--- src/rtl/add_unit_if.sv ---
// add_unit_if: operand/result bundle for add_unit.
//   master : drives in_valid, sub, operand1, operand2; observes all results.
//   slave  : the adder itself; consumes operands, drives combinational
//            sum + NZCV flags and the registered sum_q / flags_q / out_valid.
// flags_q packing is {negative, zero, carry_out, overflow}, MSB first.
interface add_unit_if #(
  parameter int WIDTH = 32
);
  logic             in_valid;
  logic             sub;
  logic [WIDTH-1:0] operand1;
  logic [WIDTH-1:0] operand2;
  logic [WIDTH-1:0] sum;
  logic             carry_out;
  logic             overflow;
  logic             zero;
  logic             negative;
  logic [WIDTH-1:0] sum_q;
  logic [3:0]       flags_q;
  logic             out_valid;

  modport master (
    output in_valid, sub, operand1, operand2,
    input  sum, carry_out, overflow, zero, negative, sum_q, flags_q, out_valid
  );

  modport slave (
    input  in_valid, sub, operand1, operand2,
    output sum, carry_out, overflow, zero, negative, sum_q, flags_q, out_valid
  );
endinterface

--- src/rtl/add_unit.sv ---
// add_unit: WIDTH-bit integer adder/subtractor with NZCV flags.
//   clk, rst_n : rising-edge clock, asynchronous active-low reset.
//   bus.slave  : in_valid, sub, operand1, operand2 in;
//                sum, carry_out, overflow, zero, negative out (combinational);
//                sum_q, flags_q {N,Z,C,V}, out_valid out (registered, 1 cycle).
// Optional build macro ADD_SATURATE_EN: on signed overflow, sum/sum_q clamp
// to the most positive/negative value; overflow and carry_out still report
// the raw add, zero/negative follow the clamped value.
// WIDTH must be at least 2.
module add_unit #(
  parameter int WIDTH = 32
) (
  input  logic      clk,
  input  logic      rst_n,
  add_unit_if.slave bus
);

  localparam int MSB = WIDTH - 1;

  logic [WIDTH-1:0] b_eff;
  logic [WIDTH:0]   add_full;
  logic [WIDTH-1:0] raw;
  logic [WIDTH-1:0] res;
  logic             ovf;
  logic             cout;
  logic             z;
  logic             n;

  // Subtract is a + ~b + 1, so carry_out = 1 means "no borrow".
  assign b_eff    = bus.sub ? ~bus.operand2 : bus.operand2;
  assign add_full = {1'b0, bus.operand1} + {1'b0, b_eff} + {{WIDTH{1'b0}}, bus.sub};
  assign raw      = add_full[WIDTH-1:0];
  assign cout     = add_full[WIDTH];

  // Using the effective (possibly inverted) second operand makes one rule
  // cover both modes: same-sign inputs to the adder, result sign differs.
  assign ovf = (bus.operand1[MSB] == b_eff[MSB]) && (raw[MSB] != bus.operand1[MSB]);

`ifdef ADD_SATURATE_EN
  // On overflow the true result has operand1's sign in both modes.
  assign res = !ovf            ? raw :
               bus.operand1[MSB] ? {1'b1, {(WIDTH-1){1'b0}}}
                                 : {1'b0, {(WIDTH-1){1'b1}}};
`else
  assign res = raw;
`endif

  assign z = (res == '0);
  assign n = res[MSB];

  assign bus.sum       = res;
  assign bus.carry_out = cout;
  assign bus.overflow  = ovf;
  assign bus.zero      = z;
  assign bus.negative  = n;

  // Registered copy; data only loads on in_valid so idle/X operands
  // never reach sum_q/flags_q.
  logic [WIDTH-1:0] sum_r;
  logic [3:0]       flags_r;
  logic             vld_r;

  always_ff @(posedge clk or negedge rst_n) begin
    if (!rst_n) begin
      sum_r   <= '0;
      flags_r <= 4'b0000;
      vld_r   <= 1'b0;
    end else begin
      vld_r <= bus.in_valid;
      if (bus.in_valid) begin
        sum_r   <= res;
        flags_r <= {n, z, cout, ovf};
      end
    end
  end

  assign bus.sum_q     = sum_r;
  assign bus.flags_q   = flags_r;
  assign bus.out_valid = vld_r;

endmodule

--- src/flat_wrapper.sv ---
// flat-port wrapper written by rule: the top's interface ports become plain ports
module add_unit_flat 
#(
  parameter int WIDTH = 32
)
  (clk, rst_n, bus_in_valid, bus_sub, bus_operand1, bus_operand2, bus_sum, bus_carry_out, bus_overflow, bus_zero, bus_negative, bus_sum_q, bus_flags_q, bus_out_valid);
  add_unit_if #(.WIDTH(WIDTH)) bus_i ();
  input  logic clk;
  input  logic rst_n;
  input wire logic [$bits(bus_i.in_valid)-1:0] bus_in_valid;
  input wire logic [$bits(bus_i.sub)-1:0] bus_sub;
  input wire logic [$bits(bus_i.operand1)-1:0] bus_operand1;
  input wire logic [$bits(bus_i.operand2)-1:0] bus_operand2;
  output wire logic [$bits(bus_i.sum)-1:0] bus_sum;
  output wire logic [$bits(bus_i.carry_out)-1:0] bus_carry_out;
  output wire logic [$bits(bus_i.overflow)-1:0] bus_overflow;
  output wire logic [$bits(bus_i.zero)-1:0] bus_zero;
  output wire logic [$bits(bus_i.negative)-1:0] bus_negative;
  output wire logic [$bits(bus_i.sum_q)-1:0] bus_sum_q;
  output wire logic [$bits(bus_i.flags_q)-1:0] bus_flags_q;
  output wire logic [$bits(bus_i.out_valid)-1:0] bus_out_valid;
  assign bus_i.in_valid = bus_in_valid;
  assign bus_i.sub = bus_sub;
  assign bus_i.operand1 = bus_operand1;
  assign bus_i.operand2 = bus_operand2;
  assign bus_sum = bus_i.sum;
  assign bus_carry_out = bus_i.carry_out;
  assign bus_overflow = bus_i.overflow;
  assign bus_zero = bus_i.zero;
  assign bus_negative = bus_i.negative;
  assign bus_sum_q = bus_i.sum_q;
  assign bus_flags_q = bus_i.flags_q;
  assign bus_out_valid = bus_i.out_valid;
  add_unit #(.WIDTH(WIDTH)) u_core (.clk(clk), .rst_n(rst_n), .bus(bus_i));
endmodule
--- config.mk ---
export PLATFORM = sky130hd
export DESIGN_NAME = add_unit_flat
export DESIGN_NICKNAME = d
export VERILOG_FILES = /design/src/rtl/add_unit_if.sv /design/src/rtl/add_unit.sv /design/src/flat_wrapper.sv
export SDC_FILE = /design/constraint.sdc
export NUM_CORES = 1
export LEC_CHECK = 0
export CAP_MARGIN = 20
export CORE_ASPECT_RATIO = 0.9
export CORE_MARGIN = 2
export CORE_UTILIZATION = 50
export CTS_CLUSTER_SIZE = 10
export DETAILED_ROUTE_END_ITERATION = 8
export PLACE_DENSITY = 0.89
export SYNTH_ARGS = -nofsm -noshare
export SYNTH_HDL_FRONTEND = slang
export SYNTH_SLANG_ARGS = --single-unit
--- constraint.sdc ---
create_clock -name clk -period 8.13 [get_ports clk]
set_input_delay 1.2195 -clock clk [delete_from_list [all_inputs] [get_ports clk]]
set_output_delay 1.2195 -clock clk [all_outputs]
set_load 0.03 [all_outputs]
=== Word-level counts from Yosys, hierarchy flattened ===
Index checks and enable logic that the tools add are counted.

* $add $sub $neg: 2
* Eq/ne operators: 2
* Muxes and demuxes: 1
* Bitwise operators: 1
* Reductions and logical operators: 2

{| class="wikitable"
|+ Operator list
! cell !! count
|-
| 32-bit by 32-bit adder with 33-bit output || 1
|-
| 33-bit by 1-bit adder with 33-bit output || 1
|-
| 32-bit logical NOT || 1
|-
| 32-bit two-way mux || 1
|-
| 32-bit NOT || 1
|-
| 1-bit == test || 1
|-
| 1-bit logical AND || 1
|-
| 1-bit inequality test || 1
|}

* Register bits after elaboration: 37
* Input bits: 68
* Output and inout bits: 73
* Word-level logic and storage cells: 11

=== Longest topological paths before layout ===
Gate-level depths: netlist of the first run.

* Depth after elaboration: 6
* Depth in mapped cells: 14
* Gate-level depth less buffers: 12

=== Worst setup path before layout of the first run ===
No wires, ideal clock.

* Path type: input to output
* Start point: input bus_sub
* End point: output bus_zero
* Arrival time: 4.982 ns
* Required time: 6.911 ns
* Path slack: 1.929 ns
* Stages on the path: 13
* Path buffers: 2
* Cells stage by stage: buf_2 buf_1 xor2_1 ha_1 nor2b_1 o31a_1 o21ai_0 nand2_1 o311ai_0 nor4_2 nand4b_1 nor4_4 and3_1

* Word-level cells in the longest chain between the ends: 4

{| class="wikitable"
|+ RTL lines
! element !! line !! source
|-
| start: declaration || flat_wrapper.sv:11 || <nowiki>input wire logic [$bits(bus_i.sub)-1:0] bus_sub;</nowiki>
|-
| 32-bit two-way mux || add_unit.sv:30 || <nowiki>assign b_eff = bus.sub ? ~bus.operand2 : bus.operand2;</nowiki>
|-
| 32-bit by 32-bit adder with 33-bit output || add_unit.sv:31 || <nowiki>assign add_full = {1'b0, bus.operand1} + {1'b0, b_eff} + {{WIDTH{1'b0}}, bus.sub};</nowiki>
|-
| 33-bit by 1-bit adder with 33-bit output (*) || add_unit.sv:31 ||
|-
| named net bus_sum[10] || flat_wrapper.sv:14 || <nowiki>output wire logic [$bits(bus_i.sum)-1:0] bus_sum;</nowiki>
|-
| 32-bit logical NOT (*) || add_unit.sv:48 || <nowiki>assign z = (res == '0);</nowiki>
|-
| end: declaration || flat_wrapper.sv:17 || <nowiki>output wire logic [$bits(bus_i.zero)-1:0] bus_zero;</nowiki>
|}

Mark *: on every way through the listed nets, which the timed path passes. The rest lies on a longest branch.

=== Final worst setup path of the first run ===
* Start point: input bus_sub
* End point: output bus_zero

* Word-level cells in the longest chain between the ends: 4

{| class="wikitable"
|+ RTL lines
! element !! line
|-
| 32-bit two-way mux || add_unit.sv:30
|-
| 32-bit by 32-bit adder with 33-bit output || add_unit.sv:31
|-
| 33-bit by 1-bit adder with 33-bit output (*) || add_unit.sv:31
|-
| 32-bit logical NOT (*) || add_unit.sv:48
|}

Mark *: on every way between the ends. The rest lies on a longest branch, timed or not.

==> results of run 1 <==
-- metrics by stage --
stage | cell area (sq um) | utilization, % | hold WS [ns] | setup slack (ns) | instances
2_1_floorplan | 3850 | - | 0.674 | 1.93 | 447
4_1_cts | 5390 | 71.8 | 0.514 | 1.41 | 675
5_1_grt | 5390 | 71.8 | 0.528 | 1.14 | 675
3_5_place_dp | 5290 | 70.5 | 0.497 | 1.42 | 667
3_3_place_gp | 5290 | 70.5 | 0.489 | 1.49 | 667
6_report | 5390 | 71.8 | 0.513 | 1.43 | 675
-- where the power goes --
group	leakage (nW)	internal (W)	switching [W]	total [W]
Sequential	0.424	0.000237	0.0000315	0.000268
Combinational	1.84	0.000381	0.000545	0.000926
Clock	0.0445	0.0000690	0.0000697	0.000139
Total	2.31	0.000687	0.000646	0.00133
-- worst paths after layout --
kind	start	end
setup reg to reg	u_core.bus.flags_q[2]	u_core.bus.flags_q[2]
max in group asynchronous	rst_n	u_core.bus.sum_q[28]
hold reg to reg	u_core.bus.sum_q[7]	u_core.bus.sum_q[7]
hold / removal	u_core.bus.sum_q[7]	u_core.bus.sum_q[7]
setup / recovery	bus_sub	bus_zero
min in group asynchronous	rst_n	u_core.bus.sum_q[1]
-- cell families after synthesis --
family / share of synthesized area (%)
buffers and inverters: 3.64
AND/OR/NAND/NOR: 16.0
multiplexers: 9.65
adder cells (fa/ha/maj): 11.6
AO/OA/AOI/OAI: 23.5
flip-flops: 23.4
XOR/XNOR: 12.3
-- synthesized netlist by cell type, types with 3 or more instances --
| cell | n |
|---|---|
| a211o_1 | 6 |
| a211oi_1 | 5 |
| a21o_1 | 16 |
| a21oi_1 | 34 |
| a311oi_1 | 3 |
| a31oi_1 | 6 |
| and3_1 | 5 |
| buf_1 | 4 |
| clkbuf_1 | 10 |
| dfrtp_1 | 36 |
| ha_1 | 34 |
| inv_1 | 18 |
| mux2_2 | 30 |
| nand2_1 | 32 |
| nand3_1 | 8 |
| nand4_1 | 5 |
| nor2_1 | 39 |
| nor2b_1 | 4 |
| nor3_1 | 8 |
| nor4_1 | 5 |
| o21a_1 | 4 |
| o21ai_0 | 20 |
| o21bai_1 | 4 |
| o31ai_1 | 4 |
| or3_1 | 3 |
| xnor2_1 | 16 |
| xor2_1 | 38 |
-- cell type report --
cell class	count	area (sq um)	area share, %
clock buffers	7	86.3	1.60
clock inverters	1	7.51	0.139
inverters	18	67.6	1.25
multi-input cells	376	2810	52.2
flip-flops and latches	36	901	16.7
well taps	96	120	2.23
repair buffers	141	1390	25.9
-- layout by cell type, fill, tap and decap left out, types with 8 or more instances in the layout --
| cell type | Yosys | final |
|---|---|---|
| nor3_1 | 8 | 8 |
| o21ai_0 | 20 | 20 |
| a21o_1 | 16 | 16 |
| xor2_1 | 38 | 38 |
| mux2_2 | 30 | 30 |
| nand3_1 | 8 | 8 |
| ha_1 | 34 | 34 |
| nor2_1 | 39 | 39 |
| clkdlybuf4s50_1 | 0 | 137 |
| a21oi_1 | 34 | 34 |
| inv_1 | 18 | 18 |
| xnor2_1 | 16 | 16 |
| dfrtp_1 | 36 | 36 |
| nand2_1 | 32 | 32 |
-- registers in the layout, summed over array words and instances (netlist names) --
name	count
u_core.bus.sum_q	31
u_core.bus.flags_q	4
u_core.bus.out_valid	1
-- routing by layer --
layer  vias up  global-route usage (%)  wire length, um
met5         -                       0                0
met4         0                    6.91              244
met3        21                    7.36             1050
met2       176                    47.8             5710
met1      1871                    36.2             5040
li1       1904                       -                -
==> impl_results.md, run 1 <==
- Port Buffers: 140
- Required @ worst endpoint: 6.91 ns
- Largest net degree at the start of global routing: 42
- CP max-delay cell: clkdlybuf4s50_1
- Max incr delay on CP: 0.67 ns
- Final hold vios: 0
- CP arrival: 5.48 ns
- FP Rows: 30
- Syn_nets: 550
- Synth Instances: 447
- Avg Inst Size Synth: 8.62 sq um
- Max-Cap Viols: 0
- P per Cell Area: 247 nW/um^2
- Diode count: 0
- Relative slew slack: 37.1%
- Cell Chain, Critical Path: buf_2, buf_4, mux2i_2, fa_1, nor2b_1, o31a_1, o21ai_2, a2111oi_2, o31ai_1, a41oi_1, nand3_1, nor4_4, and3_1, clkdlybuf4s50_1
- Post-Syn Area: 3850 sq um
- Clk pin slew, worst setup/hold paths: 0.07 ns
- Share of the synthesized area in the top cell type: 23.4%
- H-tree levels: 2
- Worst Hold Path Cells: 1
- Fin Clk Skew: 0 ns
- Fin crit share: 82.4%
- First-pass GRT wire length: 18500 um
- Root buffer cell: clkbuf_8
- Fillers: 590
- Vias in the first global route: 3836
- CP max FO: 23
- Hold Buf Count CTS: 0
- Routed length per instance: 17.8 um
- Pwr Total: 0.00133 W
- Setup crit end kind: primary output
- I/O pin cnt: 141
- Fin nets: 681
- Synthesis-to-layout area growth: 39.9%
- TritonRoute pass-1 iters: 4
- Max VDD drop: 183 uV
- Setup slack, reg-to-reg: 7.27 ns
- Post-cts resize count: 0
- Buf/Inv on CP: 3
- Clk_lat worst skew: 0.29 ns
- Yosys top cell by area: dfrtp_1
- Cts bufs inserted: 5
- RSZ-0062 raised after global routing: false
- Total global routing track utilization: 28.3%
- Layout cells sized above 1: 9.67%
- Final setup vio count: 0
- Die Width: 96.5 um
- Setup Fix Bufs, Post-CTS: 0
- Yosys reg bits: 36
- CTS tree: yes
- Initial antenna violation count: 0
- Die height: 87.3 um
- Vias: 3972
- Sequential area share after synthesis: 23.4%
- Worst reg2reg path depth: 2
- Number of flops mapped to enable cells by yosys: 0
- Async S/R FF share, synth: 100%
- Synth top area cells: dfrtp_1 23%, ha_1 11%, mux2_2 8.8%
- Ys Warns: 0
- Buffer depth of the longest clock path: 2
- Leak: 2.31 nW
- Status: completed
- Wirelength, routed: 12000 um
- Final Wtd Congestion: 0.895
- Routed Antenna Nets: 0
- GRT overflow: 0
- Initial Util: 51.3%
- DIE AREA: 8420 sq um
- Worst setup path category: input port to primary output
- Unique cell type count in the Yosys netlist: 68
- DR DRC count: 0
- Post-layout minimum cycle time: 6.70 ns
- Num Clock Sinks: 36
- Core box area: 7510 sq um
- Ys flop type: dfrtp_1
- Initial drt markers: 258
- Via-per-instance ratio: 5.88
- Hold crit path type: flop to flop
- Achievable clock frequency: 0.149 GHz
- Setup TNS: 0 ns
- Final Max Slew Viols: 0
- Post-DP HPWL: 9550 um
- Number of cells on the critical path: 14
- CP startpoint kind: input port
- Cell family with most CP delay: buffers and inverters
- Worst-Margin Slew: 0.931 ns
(Power assumes the default switching activity.)
==> run 2, diff against run 1 <==
Settings changed: CORE_UTILIZATION 50 to 42, PLACE_DENSITY 0.89 to 0.79.
Clock period 8.13 ns to 5.7 ns, I/O delays scaled along.
==> run 2 against run 1 <==
Clock skew is the same. Design area up 1.6%. Global-route usage is 3.9 points lower. Clock power rose by 42%. Hold slack worse by 0.0019 ns. Via count fell by 0.50%. Worst setup slack worse by 1.1 ns. Largest power group unchanged. First-iteration DRC count is 13% lower. Die area grew 18%. Core utilization is 11 points lower. Largest cell class unchanged. Sequential power rose by 43%. Final cell count up 4.7%.
==> impl_results.md, run 2 (synthesized netlist as in run 1, its figures left out) <==
- Worst setup path category: input port to primary output
- Pwr Total: 0.00192 W (+44%)
- Largest register FFs: 31 (unchanged)
- CP startpoint kind: input port
- Hold crit path type: flop to flop
- Via-per-instance ratio: 5.59 (-5.0%)
- Post-DP HPWL: 9800 um (+2.6%)
- H-tree levels: 2 (unchanged)
- Most common cell after layout, fill and taps aside: clkdlybuf4s50_1
- GRT overflow: 0 (unchanged)
- TritonRoute pass-1 iters: 5 (+1)
- Worst Hold Path Cells: 1 (unchanged)
- CP max FO: 6 (-74%)
- Max incr delay on CP: 0.65 ns (-0.02 ns)
- Vias in the first global route: 3956 (+3.1%)
- Routed Antenna Nets: 0 (unchanged)
- Worst-Margin Slew: 0.849 ns (-0.0825 ns)
- Final Wtd Congestion: 0.869 (-3.0%)
- Cell Chain, Critical Path: clkdlybuf4s50_1, xor2_1, ha_1, and3_2, nand2_1, a2111oi_0, nand2_1, a31oi_1, xor2_1, or4_4, nor4_4, and3_1, buf_4
- Initial drt markers: 224 (-13%)
- Clk_lat worst skew: 0.29 ns (about the same)
- Layout cells sized above 1: 10.8% (+1.1 points)
- CP arrival: 4.54 ns (-0.94 ns)
- Post-layout minimum cycle time: 5.39 ns
- I/O pin cnt: 141 (unchanged)
- Fillers: 818 (+39%)
- CTS tree: yes
- FP Rows: 33 (+10%)
- Root buffer cell: clkbuf_8
- Largest net degree at the start of global routing: 42 (unchanged)
- Wirelength, routed: 12200 um (+1.6%)
- DR DRC count: 0 (unchanged)
- Die Width: 105 um (+8.7%)
- Fin Clk Skew: 0 ns (unchanged)
- Max-Cap Viols: 0 (unchanged)
- Routed length per instance: 17.3 um (-3.0%)
- Setup TNS: 0 ns (unchanged)
- Final Max Slew Viols: 0 (unchanged)
- Cts bufs inserted: 5 (unchanged)
- Final hold vios: 0 (unchanged)
- Required @ worst endpoint: 4.85 ns (-2.06 ns)
- Setup Fix Bufs, Post-CTS: 0 (unchanged)
- Fin crit share: 94.6%
- Total global routing track utilization: 24.4% (-3.9 points)
- Diode count: 0 (unchanged)
- Post-cts resize count: 0 (unchanged)
- Core box area: 9000 sq um (+20%)
- RSZ-0062 raised after global routing: false
- Number of cells on the critical path: 13 (-1)
- Worst reg2reg path depth: 2 (unchanged)
- Die height: 94.8 um (+8.7%)
- DIE AREA: 9950 sq um (+18%)
- P per Cell Area: 350 nW/um^2 (+41%)
- Port Buffers: 140 (unchanged)
- Hold Buf Count CTS: 0 (unchanged)
- Cell family with most CP delay: simple AND/OR/NAND/NOR gates
- Buffer depth of the longest clock path: 2 (unchanged)
- Buf/Inv on CP: 2 (-1)
- Setup crit end kind: primary output
- Relative slew slack: 43.4% (+6.3 points)
- Initial Util: 42.8% (-8.5 points)
- Vias: 3952 (-0.50%)
- Num Clock Sinks: 36 (unchanged)
- Initial antenna violation count: 0 (unchanged)
- Final setup vio count: 0 (unchanged)
- First-pass GRT wire length: 19700 um (+6.6%)
- Fin nets: 687 (+0.88%)
- CP max-delay cell: a2111oi_0
- Clk pin slew, worst setup/hold paths: 0.08 ns (about the same)
- Leak: 2.34 nW (+1.4%)
- Status: completed
- Synthesis-to-layout area growth: 42.1%
- Most frequent cells in the layout: 136 x clkdlybuf4s50_1, 39 x nor2_1, 38 x xor2_1
- Achievable clock frequency: 0.185 GHz
- Max VDD drop: 297 uV (+62%)
run 2: cell types whose count changed in the layout (fill, tap and decap cells not counted), sizes merged:
| cell | before | now |
|---|---|---|
| buf | 4 | 11 |
| clkdlybuf4s50 | 137 | 136 |
run 2: per-stage QoR:
step                std cells  instance area, sq um  setup slack [ns]  utilization [%]  hold slack (ns)
finish                    707                  5470             0.307             60.8            0.511
global placement          699                  5370             0.474             59.6            0.489
floorplan                 447                  3850             0.228                -            0.559
CTS                       707                  5460             0.337             60.7            0.513
detailed placement        699                  5370             0.335             59.6            0.494
global route              707                  5470            0.0988             60.8            0.524
run 2: layer usage:
metal	share of wire, %	vias up	global-route usage, %
li1	-	1912	-
met1	44	1871	31.1
met2	48	155	43.1
met3	7.1	14	5.59
met4	1.0	0	4.00
met5	0	-	0
run 2: worst paths after layout:
kind | start | end | slack, ns
worst max-delay path | bus_operand2[8] | bus_zero | 0.31
worst min-delay path | u_core.bus.sum_q[21] | u_core.bus.sum_q[21] | 0.51
worst max register to register | u_core.bus.flags_q[2] | u_core.bus.flags_q[2] | 4.85
worst min register to register | u_core.bus.sum_q[21] | u_core.bus.sum_q[21] | 0.51
max in group asynchronous | rst_n | u_core.bus.sum_q[11] | 4.50
min in group asynchronous | rst_n | u_core.bus.sum_q[12] | 0.67
run 2: final cells by class:
type	instances	area [sq um]	area share, %
clock inverter	1	7.51	0.137
timing repair buffer	147	1440	26.2
inverter	18	67.6	1.23
tap	122	153	2.79
clock buffer	7	86.3	1.58
sequential	36	901	16.5
multi-input combinational	376	2820	51.6
run 2: report_power, final:
group          switching, W  internal (W)  leakage, nW
clock             0.0000989     0.0000984       0.0445
sequential        0.0000454      0.000337        0.424
combinational      0.000783      0.000552         1.87
==> run 3, diff against run 2 <==
Settings changed: CTS_BUF_LIST from default to sky130_fd_sc_hd__clkbuf_4 sky130_fd_sc_hd__clkbuf_8 sky130_fd_sc_hd__clkbuf_16, MAX_ROUTING_LAYER from default to met4.
==> run 3 against run 2 <==
First-iteration DRC count is 29% lower. Sequential power about the same. Core utilization up 0.22 points. Die area unchanged.
==> impl_results.md, run 3 (synthesized netlist as in run 1, its figures left out) <==
- CP max FO: 6 (unchanged)
- Die height: 94.8 um (unchanged)
- Routed length per instance: 17.1 um (-1.3%)
- Initial drt markers: 158 (-29%)
- Fin crit share: 94.4% (-0.23 points)
- Max incr delay on CP: 0.75 ns (+0.10 ns)
- Fin nets: 689 (+0.29%)
- Wirelength, routed: 12100 um (-1.0%)
- Final setup vio count: 0 (unchanged)
- Hold crit path type: flop to flop
- Placed cells: 701 (+0.29%)
- CP arrival: 4.52 ns (-0.02 ns)
- Final hold vios: 0 (unchanged)
- Initial antenna violation count: 0 (unchanged)
- Buffer depth of the longest clock path: 2 (unchanged)
- Setup Fix Bufs, Post-CTS: 0 (unchanged)
- I/O pin cnt: 141 (unchanged)
- Via-per-instance ratio: 5.63 (+0.65%)
- DR DRC count: 0 (unchanged)
- Vias in the first global route: 4078 (+3.1%)
- Leak: 2.36 nW (+1.0%)
- Seq pwr share: 19.7% (-0.3 points)
- Most common cell after layout, fill and taps aside: clkdlybuf4s50_1
- Initial Util: 42.8% (unchanged)
- Multi-input logic area: 2810 sq um (-0.44%)
- CTS tree: yes
- Post-Layout Cell Count: 709 (+0.28%)
- CP startpoint kind: input port
- Required @ worst endpoint: 4.85 ns (about the same)
- Post-cts resize count: 0 (unchanged)
- Achievable clock frequency: 0.186 GHz (+0.25%)
- H-tree levels: 2 (unchanged)
- Reg area: 901 sq um (unchanged)
- Layout cells sized above 1: 11.2% (+0.47 points)
- Diode count: 0 (unchanged)
- Post-layout minimum cycle time: 5.38 ns (-0.0132 ns)
- Clk pin slew, worst setup/hold paths: 0.07 ns (about the same)
- Final Max Slew Viols: 0 (unchanged)
- Setup TNS: 0 ns (unchanged)
- Sw Pwr: 0.000922 W (-0.58%)
- Status: completed
- Vias: 3989 (+0.94%)
- Clk_lat worst skew: 0.28 ns (about the same)
- Post-DP HPWL: 9750 um (-0.55%)
- M1 WL: 5230 um (-2.6%)
- TritonRoute pass-1 iters: 4 (-1)
- Die Width: 105 um (unchanged)
- Setup slack, reg-to-reg: 4.83 ns (-0.02 ns)
- Largest net degree at the start of global routing: 42 (unchanged)
- Cts bufs inserted: 5 (unchanged)
- Largest register FFs: 31 (unchanged)
- Comb power frac: 68.7% (-1.0 points)
- Fillers: 812 (-0.73%)
- Hold Buf Count CTS: 0 (unchanged)
- Worst-Margin Slew: 0.857 ns (+0.00779 ns)
- CP max-delay cell: clkdlybuf4s50_1
- Routed Antenna Nets: 0 (unchanged)
- Highest Signal Layer: met4
- Met2 WL: 5550 um (-5.3%)
- Worst setup path category: input port to primary output
- Metal3 WL: 1000 um (+15%)
- P per Cell Area: 355 nW/um^2 (+1.4%)
- Fin Clk Skew: 0 ns (unchanged)
- Synthesis-to-layout area growth: 42.7%
- DIE AREA: 9950 sq um (unchanged)
- Most frequent cells in the layout: 136 x clkdlybuf4s50_1, 39 x nor2_1, 38 x xor2_1
- GRT overflow: 0 (unchanged)
- First-pass GRT wire length: 19500 um (-1.0%)
- Max VDD drop: 288 uV (-2.7%)
- Relative slew slack: 42.9% (-0.52 points)
- Cell Chain, Critical Path: clkdlybuf4s50_1, xor2_1, ha_1, and3_2, nand2_1, a2111oi_0, nand2_1, a31oi_1, a21oi_1, xnor2_1, clkdlybuf4s50_1
- RSZ-0062 raised after global routing: false
- FP Rows: 33 (unchanged)
- Num Clock Sinks: 36 (unchanged)
- Buf/Inv on CP: 2 (unchanged)
- Int Power: 0.00103 W (+4.1%)
- Core box area: 9000 sq um (unchanged)
- Root buffer cell: clkbuf_8
- Max-Cap Viols: 0 (unchanged)
- Total global routing track utilization: 25.0% (+0.58 points)
- Port Buffers: 140 (unchanged)
- Clock power share: 11.6% (+1.3 points)
- Setup crit end kind: primary output
- Final Wtd Congestion: 0.900 (+3.6%)
- Cell family with most CP delay: buffers and inverters
- Sw frac: 47.3% (-1.1 points)
-- run 3: path summary, 6_finish.rpt --
kind / from / to / depth (start not counted)
min in group asynchronous: rst_n / u_core.bus.flags_q[0] / 1
worst min-delay path: u_core.bus.sum_q[4] / u_core.bus.sum_q[4] / 1
worst max-delay path: bus_operand2[8] / bus_sum[27] / 11
max in group asynchronous: rst_n / u_core.bus.sum_q[4] / 1
worst min register to register: u_core.bus.sum_q[4] / u_core.bus.sum_q[4] / 1
worst max register to register: u_core.bus.flags_q[2] / u_core.bus.flags_q[2] / 2
-- run 3: power by group through the flow --
stage / sequential, W / combinational (W) / clock, W
global route: 0.000394 / 0.00142 / 0.000244
CTS: 0.000384 / 0.00134 / 0.000232
detailed placement: 0.000387 / 0.00133 / 0
global placement: 0.000382 / 0.00132 / 0
finish: 0.000383 / 0.00134 / 0.000226
floorplan: 0.000549 / 0.000635 / 0
-- run 3: metrics by stage --
step / power, W / hold WS, ns / worst slack (ns) / area [sq um] / util [%]
2_1_floorplan: 0.00118 / 0.559 / 0.228 / 3850 / -
3_3_place_gp: 0.00170 / 0.489 / 0.465 / 5380 / 59.8
3_5_place_dp: 0.00172 / 0.495 / 0.397 / 5380 / 59.8
4_1_cts: 0.00195 / 0.511 / 0.378 / 5490 / 61.0
5_1_grt: 0.00206 / 0.520 / 0.0932 / 5490 / 61.0
6_report: 0.00195 / 0.509 / 0.320 / 5490 / 61.0
-- run 3: area by class of cell --
type	count	share of cell area [%]
multi-input combinational	376	51.2
timing repair buffer	149	26.4
sequential	36	16.4
tap	122	2.78
clock buffer	6	1.39
inverter	18	1.23
clock inverter	2	0.638
-- run 3: metal layers --
| layer | vias to the layer above | track usage [%] |
|---|---|---|
| met5 | - | - |
| met4 | 0 | 9.33 |
| met3 | 23 | 6.28 |
| met2 | 171 | 40.0 |
| met1 | 1875 | 30.6 |
| li1 | 1920 | - |
==> RTL edit: new RTL, config.mk and constraints of run 3 <==
Build with the macro `ADD_SATURATE_EN` defined.
--- a/src/rtl/add_unit.sv
+++ b/src/rtl/add_unit.sv
@@ -7,6 +7,8 @@
 // to the most positive/negative value; overflow and carry_out still report
 // the raw add, zero/negative follow the clamped value.
 // WIDTH must be at least 2.
+`define ADD_SATURATE_EN
+
 module add_unit #(
   parameter int WIDTH = 32
 ) (
Formal check against the unedited RTL: not equivalent (Yosys sat finds a counterexample within 4 cycles, from zero or initial values and one cycle with rst_n low).
==> RTL edit against run 3 <==
Power increased by 5.4%. Routed wire length decreased by 1.1%. Critical path depth increased by 4. Synthesized area increased by 7.9%. First-iteration DRC count increased by 1.3%. Cell area increased by 2.7%. Sequential cell count unchanged. Sequential share of layout area decreased by 0.43 points. Setup slack got worse by 0.080 ns. Count of clock-buffer cells in the layout increased by 1. Maximum frequency decreased by 1.5%.
==> RTL edit: results (changes against run 3) <==
- Status: completed
- Total Routing Usage GR: 23.3% (-1.7 points)
- Placer congestion estimate: 0.900 (about the same)
- Seq/Total Area, Yosys: 21.7% (-1.7 points)
- DRT met1 WL: 5390 um (+3.0%)
- Max FFs per register: 31 (unchanged)
- R2r endpoint: u_core.bus.flags_q[3]$_DFFE_PN0P_
- Largest net degree at the start of global routing: 37 (-12%)
- Final nets: 695 (+0.87%)
- H-tree levels: 2 (unchanged)
- Hold depth: 2 (+1)
- Max layer used: met4
- Slew headroom: 39.4% (-3.5 points)
- Ys async rst share: 100% (unchanged)
- CP Max Fanout: 5 (-1)
- Cells on worst reg2reg path: 1 (-1)
- DR vias: 4027 (+0.95%)
- Clock latency on the worst-skew pair: 0.28 ns (about the same)
- Clock buffer count from CTS: 5 (unchanged)
- CTS clock-pin slew for the worst setup and hold paths: 0.07 ns (about the same)
- Clk_skew: 0 ns (unchanged)
- Syn nets: 569 (+3.5%)
- Number of diodes: 0 (unchanged)
- DR WL/cell: 16.6 um (-2.8%)
- Synth Warn #: 0 (unchanged)
- Iter 0 DRT Violations: 160 (+1.3%)
- Global-route wire length before repair: 19700 um (+0.74%)
- Post-CTS sizing: 0 (unchanged)
- R2R setup slack: 4.91 ns (+0.08 ns)
- Crit path max-delay family: simple AND/OR/NAND/NOR gates
- Worst EP arrival: 4.60 ns (+0.08 ns)
- Setup Buffers After CTS: 0 (unchanged)
- Met3 wire length: 761 um (-24%)
- Hold crit path type: reg -> reg
- Share of layout cells above drive strength 1: 18.0% (+6.7 points)
- Reg2reg start: u_core.bus.flags_q[3]$_DFFE_PN0P_
- TritonRoute pass-1 iters: 4 (unchanged)
- Synth unique cells: 67 (-1.5%)
- Worst vdd ir: 0.313 mV (+8.4%)
- P_leak: 2.44 nW (+3.2%)
- Initial antenna violation count: 0 (unchanged)
- Hold path start: u_core.bus.flags_q[2]$_DFFE_PN0P_
- CTS Buffer Depth: 2 (unchanged)
- Ranking of synthesized cells by area: dfrtp_1 (22%), mux2_2 (9.5%), ha_1 (9.3%), xor2_1 (8.9%), a21o_1 (4.7%)
- Most frequent cells after synthesis: xor2_1 (42), dfrtp_1 (36), a21oi_1 (35), mux2_2 (35), nand2_1 (35)
- Port Buffers: 140 (unchanged)
- Worst hold endpoint: u_core.bus.flags_q[2]$_DFFE_PN0P_
- Detail Placement HPWL: 9970 um (+2.3%)
- CP peak stage delay: 0.57 ns (-0.18 ns)
- Placed cell area: 5530 um^2 (+2.7%)
- DR WL met2: 5660 um (+2.1%)
- Root Driver: clkbuf_8
- Worst path slowest cell: or4_1
## RTL edit: cell types whose count changed after synthesis, moves of 8 or more
cell / delta
a21o_1: +10
buf_2: +8
inv_1: -11
nor2_1: -12
o21ai_4: +8
## RTL edit: worst max path at each step
stage                     from        to  slack [ns]
4_1_cts        bus_operand2[0]  bus_zero        0.17
2_1_floorplan          bus_sub  bus_zero        0.54
5_1_grt        bus_operand2[0]  bus_zero        0.05
3_3_place_gp   bus_operand2[0]  bus_zero        0.22
3_5_place_dp   bus_operand2[0]  bus_zero        0.19
6_report       bus_operand2[0]  bus_zero        0.24
## RTL edit: logic make-up after synthesis
family | Yosys count | share of synthesized area (%)
simple gates | 123 | 15.0
compound gates | 147 | 26.9
mux | 38 | 10.3
buf+inv | 38 | 4.76
flops | 36 | 21.7
fa+ha+maj | 32 | 9.82
xor+xnor | 55 | 11.6
## RTL edit: metal layers
metal	vias up	track usage [%]
met2	147	39.2
met3	16	4.54
met4	0	4.24
met5	-	-
met1	1881	29.3
li1	1983	-
## RTL edit: layout make-up
cell class,count,area [um^2]
Inverter,8,32.5
Fill cell,873,4020
Sequential cell,36,901
Tap cell,126,158
Multi-Input combinational cell,395,3070
Timing Repair Buffer,149,1380
Clock buffer,7,96.3
## RTL edit: power by group
group,leakage (nW),switching [mW],internal [mW]
combinational,1.95,0.862,0.603
clock,0.0503,0.0873,0.108
sequential,0.435,0.0483,0.348
total,2.44,0.998,1.06
## RTL edit: stage by stage
step	utilization [%]	instances	setup WS, ns	hold slack, ns	power, mW
after floorplan	-	469	0.536	0.559	1.34
after global placement	57.3	714	0.225	0.488	1.84
after detailed placement	57.3	714	0.190	0.489	1.86
after CTS	58.3	721	0.168	0.506	2.06
after global routing	58.4	721	0.0496	0.520	2.18
final	58.4	721	0.241	0.504	2.06
